===== src/rtl/mole_scheduler.sv =====
// Whack-a-mole round sequencer: arms an external board_timer for gap/visible windows and scores hits.
// Optional MOLE_SCHED_NO_REPEAT_EN: never light the same hole in two consecutive rounds of a game.
module mole_scheduler #(
  parameter logic [27:0] GAP_TICKS  = 28'd50_000_000,
  parameter logic [27:0] UP_TICKS   = 28'd100_000_000,
  parameter int unsigned NUM_ROUNDS = 20
) (
  input  logic        clk,
  input  logic        rst_n,
  input  logic        start,
  input  logic [1:0]  level,
  input  logic [3:0]  btn,
  input  logic        time_trigger,
  output logic        timer_load,
  output logic [27:0] timer_loadval,
  output logic [3:0]  mole,
  output logic        hit_pulse,
  output logic        miss_pulse,
  output logic [7:0]  score,
  output logic        busy,
  output logic        done
);

  localparam int unsigned TW = 28;
  localparam int unsigned RW = 6;
  localparam logic [7:0]  LFSR_SEED = 8'hA5;

  typedef enum logic [2:0] {
    S_IDLE, S_ARM_GAP, S_GAP, S_ARM_UP, S_UP, S_RESULT, S_DONE
  } state_e;

  state_e          state_q, state_d;
  logic [7:0]      lfsr_q, lfsr_d;
  logic [RW-1:0]   round_q, round_d;
  logic [1:0]      level_q, level_d;
  logic [1:0]      idx_q, idx_d;
  logic            timer_load_q, timer_load_d;
  logic [TW-1:0]   timer_loadval_q, timer_loadval_d;
  logic [3:0]      mole_q, mole_d;
  logic            hit_q, miss_q;
  logic [7:0]      score_q, score_d;
  logic            busy_q, busy_d;
  logic            done_q, done_d;
  logic            hit_c, miss_c, start_ok_c;
  logic [1:0]      next_idx_c;

  assign hit_c      = (state_q == S_UP) && btn[idx_q];
  assign miss_c     = (state_q == S_UP) && !hit_c && time_trigger;
  assign start_ok_c = ((state_q == S_IDLE) || (state_q == S_DONE)) && start;
  assign lfsr_d     = {lfsr_q[6:0], ^(lfsr_q & 8'hB8)};

`ifdef MOLE_SCHED_NO_REPEAT_EN
  assign next_idx_c = (lfsr_q[1:0] == idx_q) ? 2'(lfsr_q[1:0] + 2'd1) : lfsr_q[1:0];
`else
  assign next_idx_c = lfsr_q[1:0];
`endif

  // State and registered outputs
  always_ff @(posedge clk or negedge rst_n) begin
    if (!rst_n) begin
      state_q         <= S_IDLE;
      lfsr_q          <= LFSR_SEED;
      round_q         <= '0;
      level_q         <= '0;
      idx_q           <= '0;
      timer_load_q    <= 1'b0;
      timer_loadval_q <= '0;
      mole_q          <= '0;
      hit_q           <= 1'b0;
      miss_q          <= 1'b0;
      score_q         <= '0;
      busy_q          <= 1'b0;
      done_q          <= 1'b0;
    end else begin
      state_q         <= state_d;
      lfsr_q          <= lfsr_d;
      round_q         <= round_d;
      level_q         <= level_d;
      idx_q           <= idx_d;
      timer_load_q    <= timer_load_d;
      timer_loadval_q <= timer_loadval_d;
      mole_q          <= mole_d;
      hit_q           <= hit_c;
      miss_q          <= miss_c;
      score_q         <= score_d;
      busy_q          <= busy_d;
      done_q          <= done_d;
    end
  end

  // Next-state logic; time_trigger is only looked at in GAP and UP
  always_comb begin
    state_d = state_q;
    unique case (state_q)
      S_IDLE, S_DONE: if (start) state_d = S_ARM_GAP;
      S_ARM_GAP:      state_d = S_GAP;
      S_GAP:          if (time_trigger) state_d = S_ARM_UP;
      S_ARM_UP:       state_d = S_UP;
      S_UP:           if (hit_c || time_trigger) state_d = S_RESULT;
      S_RESULT:       state_d = (round_q == RW'(NUM_ROUNDS)) ? S_DONE : S_ARM_GAP;
      default:        state_d = S_IDLE;
    endcase
  end

  // Output and datapath next values, computed from the upcoming state
  always_comb begin
    timer_load_d    = 1'b0;
    timer_loadval_d = '0;
    mole_d          = mole_q;
    score_d         = score_q;
    round_d         = round_q;
    level_d         = level_q;
    idx_d           = idx_q;
    busy_d          = (state_d != S_IDLE) && (state_d != S_DONE);
    done_d          = (state_d == S_DONE);

    if (start_ok_c) begin
      level_d = level;
      score_d = '0;
      round_d = '0;
      idx_d   = '0;
    end
    if (state_d == S_ARM_GAP) begin
      timer_load_d    = 1'b1;
      timer_loadval_d = GAP_TICKS;
    end
    if (state_d == S_ARM_UP) begin
      timer_load_d    = 1'b1;
      timer_loadval_d = UP_TICKS >> level_q;
    end
    if (state_q == S_ARM_UP) begin
      idx_d  = next_idx_c;
      mole_d = 4'(4'b0001 << next_idx_c);
    end
    if (hit_c || miss_c) begin
      mole_d  = '0;
      round_d = RW'(round_q + RW'(1));
    end
    if (hit_c && (score_q != 8'hFF)) score_d = 8'(score_q + 8'd1);
  end

  assign timer_load    = timer_load_q;
  assign timer_loadval = timer_loadval_q;
  assign mole          = mole_q;
  assign hit_pulse     = hit_q;
  assign miss_pulse    = miss_q;
  assign score         = score_q;
  assign busy          = busy_q;
  assign done          = done_q;

endmodule


===== config.mk =====
export PLATFORM = sky130hd
export DESIGN_NAME = mole_scheduler
export DESIGN_NICKNAME = d
export VERILOG_FILES = /design/src/rtl/mole_scheduler.sv
export SDC_FILE = /design/constraint.sdc
export NUM_CORES = 1
export LEC_CHECK = 0
export BUFFER_PORTS_ARGS = -buffer_cell sky130_fd_sc_hd__buf_2
export CAP_MARGIN = 20
export CORE_UTILIZATION = 48
export CTS_CLUSTER_DIAMETER = 40
export DETAILED_ROUTE_END_ITERATION = 8
export GPL_ROUTABILITY_DRIVEN = 0
export HOLD_SLACK_MARGIN = 0.05
export PLACE_DENSITY_LB_ADDON = 0.2
export SKIP_CTS_REPAIR_TIMING = 1
export SLEW_MARGIN = 20
export SYNTH_ARGS = -nofsm -noshare
export SYNTH_HDL_FRONTEND = slang
export SYNTH_SLANG_ARGS = --single-unit

===== constraint.sdc =====
create_clock -name clk -period 1.9 [get_ports clk]
set_clock_uncertainty 0.1 [all_clocks]
set_input_delay 0.095 -clock clk [delete_from_list [all_inputs] [get_ports clk]]
set_output_delay 0.095 -clock clk [all_outputs]
set_load 0.1 [all_outputs]

==> out/metrics.yaml <==
outcome: "complete, no violations"
dp_hpwl_mm: 2.95
reg2reg_to: "busy"
r2r_cells: 7
crit_path_max_incr_delay_ns: 0.41
grt_pass1_vias: 1539
drc_errors: 0
path_class: "reg2reg"
path_max_fanout: 6
relSlewSlack_pct: 62.4
cp.depth: 7
clkLatencyLatePin_ns: 0.31
path_buf_inv: 2
drt_iter0_markers: 143
cp-endpoint: "busy"
grt_usage_pct: 18.0
via_per_inst: 5.34
placed_area_mm2: 0.00255
clockBufferDepth: 2
finalCriticalPeriod_ns: 1.86
synth_compound_area_share_pct: 12.8
num_io_pins: 55
synth_top_family_by_area: "simple AND/OR/NAND/NOR gates"
grt-ovfl-total: 0
tightest_slew_ns: 0.564
slew_violations: 0
nets: 275
initial_utilization_pct: 51.2
cts_made_buffers: 5
hold_viol: 0
diodes: 0
syn_area_per_cell_um2: 11.1
die_area_mm2: 0.00502
cp.arrival_ns: 1.96
rsz0062_at_grt: "yes"
drive_gt1_share_pct: 38.8
num_vias: 1683
cpLargestDelayFamily: "compound AO/OA/AOI/OAI gates"
io_buffers: 47
whs_ns: 0.0766
cp-end-kind: "register"
core_area_mm2: 0.00444
grt_max_degree: 26
wl_per_cell_um: 13.5
fillCellCount: 383
htree_num_levels: 2
synth_xor_area_share_pct: 2.69
ys_seq_area_share_pct: 54.1
regToRegSetupSlack_ns: 0.04
synth.distinct_cells: 51
synthMuxAreaShare_pct: 1.48
die_w_um: 70.9
r2r_start: "round_q[1]"
wl_mm: 4.24
clkTransAtPathRegs_ns: 0.09
synth-edff-count: 0
syn-instance-count: 205
cap_violations: 0
cts_tree: "yes"
critPathLaunch: "round_q[1]"
final_common_cell: "buf_2"
fin_area_mm2: 0.00276
ant_nets: 0
slowest_stage: "dfrtp_1"
cp_cell_sequence: "inv_2 -> ha_4 -> nand3b_1 -> or2_4 -> a311oi_4 -> inv_4 -> o31a_1"
period_share_pct: 97.7
synthArstFlopShare_pct: 100
synth-simple-area-share_pct: 18.2
ys.flop_type: "dfrtp_1"
ys_seq_elements: 49
final_cell_mix: "buf_2, dfrtp_1, nand2_1"
synth_fa_ha_area_share_pct: 1.65
grt_pass1_wl_mm: 7.00
fmax_mhz: 539
dieHeight_um: 70.9
area_growth_pct: 21.1
first_pass_iters: 6
utilization_pct: 62.0
synth_area_mm2: 0.00228
root_buffer: "clkbuf_8"
hold_class: "in2reg"
worst_setup_path_start_kind: "register"
crit_required_ns: 2.00
clock-sinks: 49
yosysWarnings: 0
num_rows: 24
setup_viol: 0
antenna_found_initial: 0
-- cells by family after synthesis --
group / Yosys count
fa+ha+maj: 3
flops: 49
xor+xnor: 7
other cells: 1
simple gates: 73
buf+inv: 32
mux: 2
compound gates: 38
-- worst reg2reg max path, delay by kind of cell (launching register included) --
| kind | cells | cell delay (ns) |
|---|---|---|
| buffers and inverters | 2 | 0.17 |
| and+or+nand+nor | 2 | 0.41 |
| adders and majority gates | 1 | 0.12 |
| AOI/OAI and AO/OA | 2 | 0.55 |
| DFF | 1 | 0.41 |
-- metrics by stage --
step	TNS (ns)	instances	setup WS, ns
after floorplan	0	211	0.00619
after global placement	0	300	0.0568
after detailed placement	-0.0291	300	-0.0291
after CTS	-0.0647	308	-0.0516
after global routing	-0.0511	315	-0.0350
final	0	315	0.0438
-- state kept, by name, summed over array words and instances (netlist names) --
register and cells:
hit_pulse 1, miss_pulse 1, done 1, mole 4, timer_load 1, idx_q 2, level_q 2, score 8
lfsr_q 8, state_q 3, busy 1, round_q 6, timer_loadval 11
-- layer usage --
layer  GRT usage, %  vias up  part of all wire [%]
met5              0        -                     0
met4           6.67        0                   1.5
met3           4.42        7                   4.1
met2           27.9       47                    47
met1           24.7      809                    48
li1               -      820                     -
-- Yosys cell counts (all sizes together), types with 4 or more instances --
cell type   n  area, um^2
dfrtp      45        1130
dfstp       4         105
nor3        6        30.0
nand3       7        35.0
a21oi       7        38.8
nand3b      4        30.0
and3        5        31.3
xnor2       5        43.8
nor3b       5        42.5
and2        5        31.3
o21ai       7        38.8
nor2        5        18.8
nand2      19        71.3
buf        20         155
inv         9        36.3
-- cell type report --
type / instances / area, um^2 / share of cell area (%)
Tap cell: 52 / 65.1 / 2.36
Timing Repair inverter: 1 / 5.00 / 0.182
Clock inverter: 3 / 22.5 / 0.817
Timing Repair Buffer: 66 / 400 / 14.5
Inverter: 9 / 40.0 / 1.45
Multi-Input combinational cell: 130 / 912 / 33.1
Sequential cell: 49 / 1240 / 45.1
Clock buffer: 5 / 68.8 / 2.50
-- worst min-delay path by stage --
stage	start	to	slack [ns]	depth (start not counted)
after floorplan	rst_n	busy	-0.30	0
after global placement	rst_n	mole[0]	0.02	1
after detailed placement	rst_n	lfsr_q[4]	0.02	1
after CTS	rst_n	lfsr_q[4]	-0.31	1
after global routing	start	state_q[2]	0.08	3
final	start	state_q[2]	0.08	3
Power is left out: the tool's default activity adds up to more than one toggle a clock period on the data nets, which glitch-free logic cannot reach.
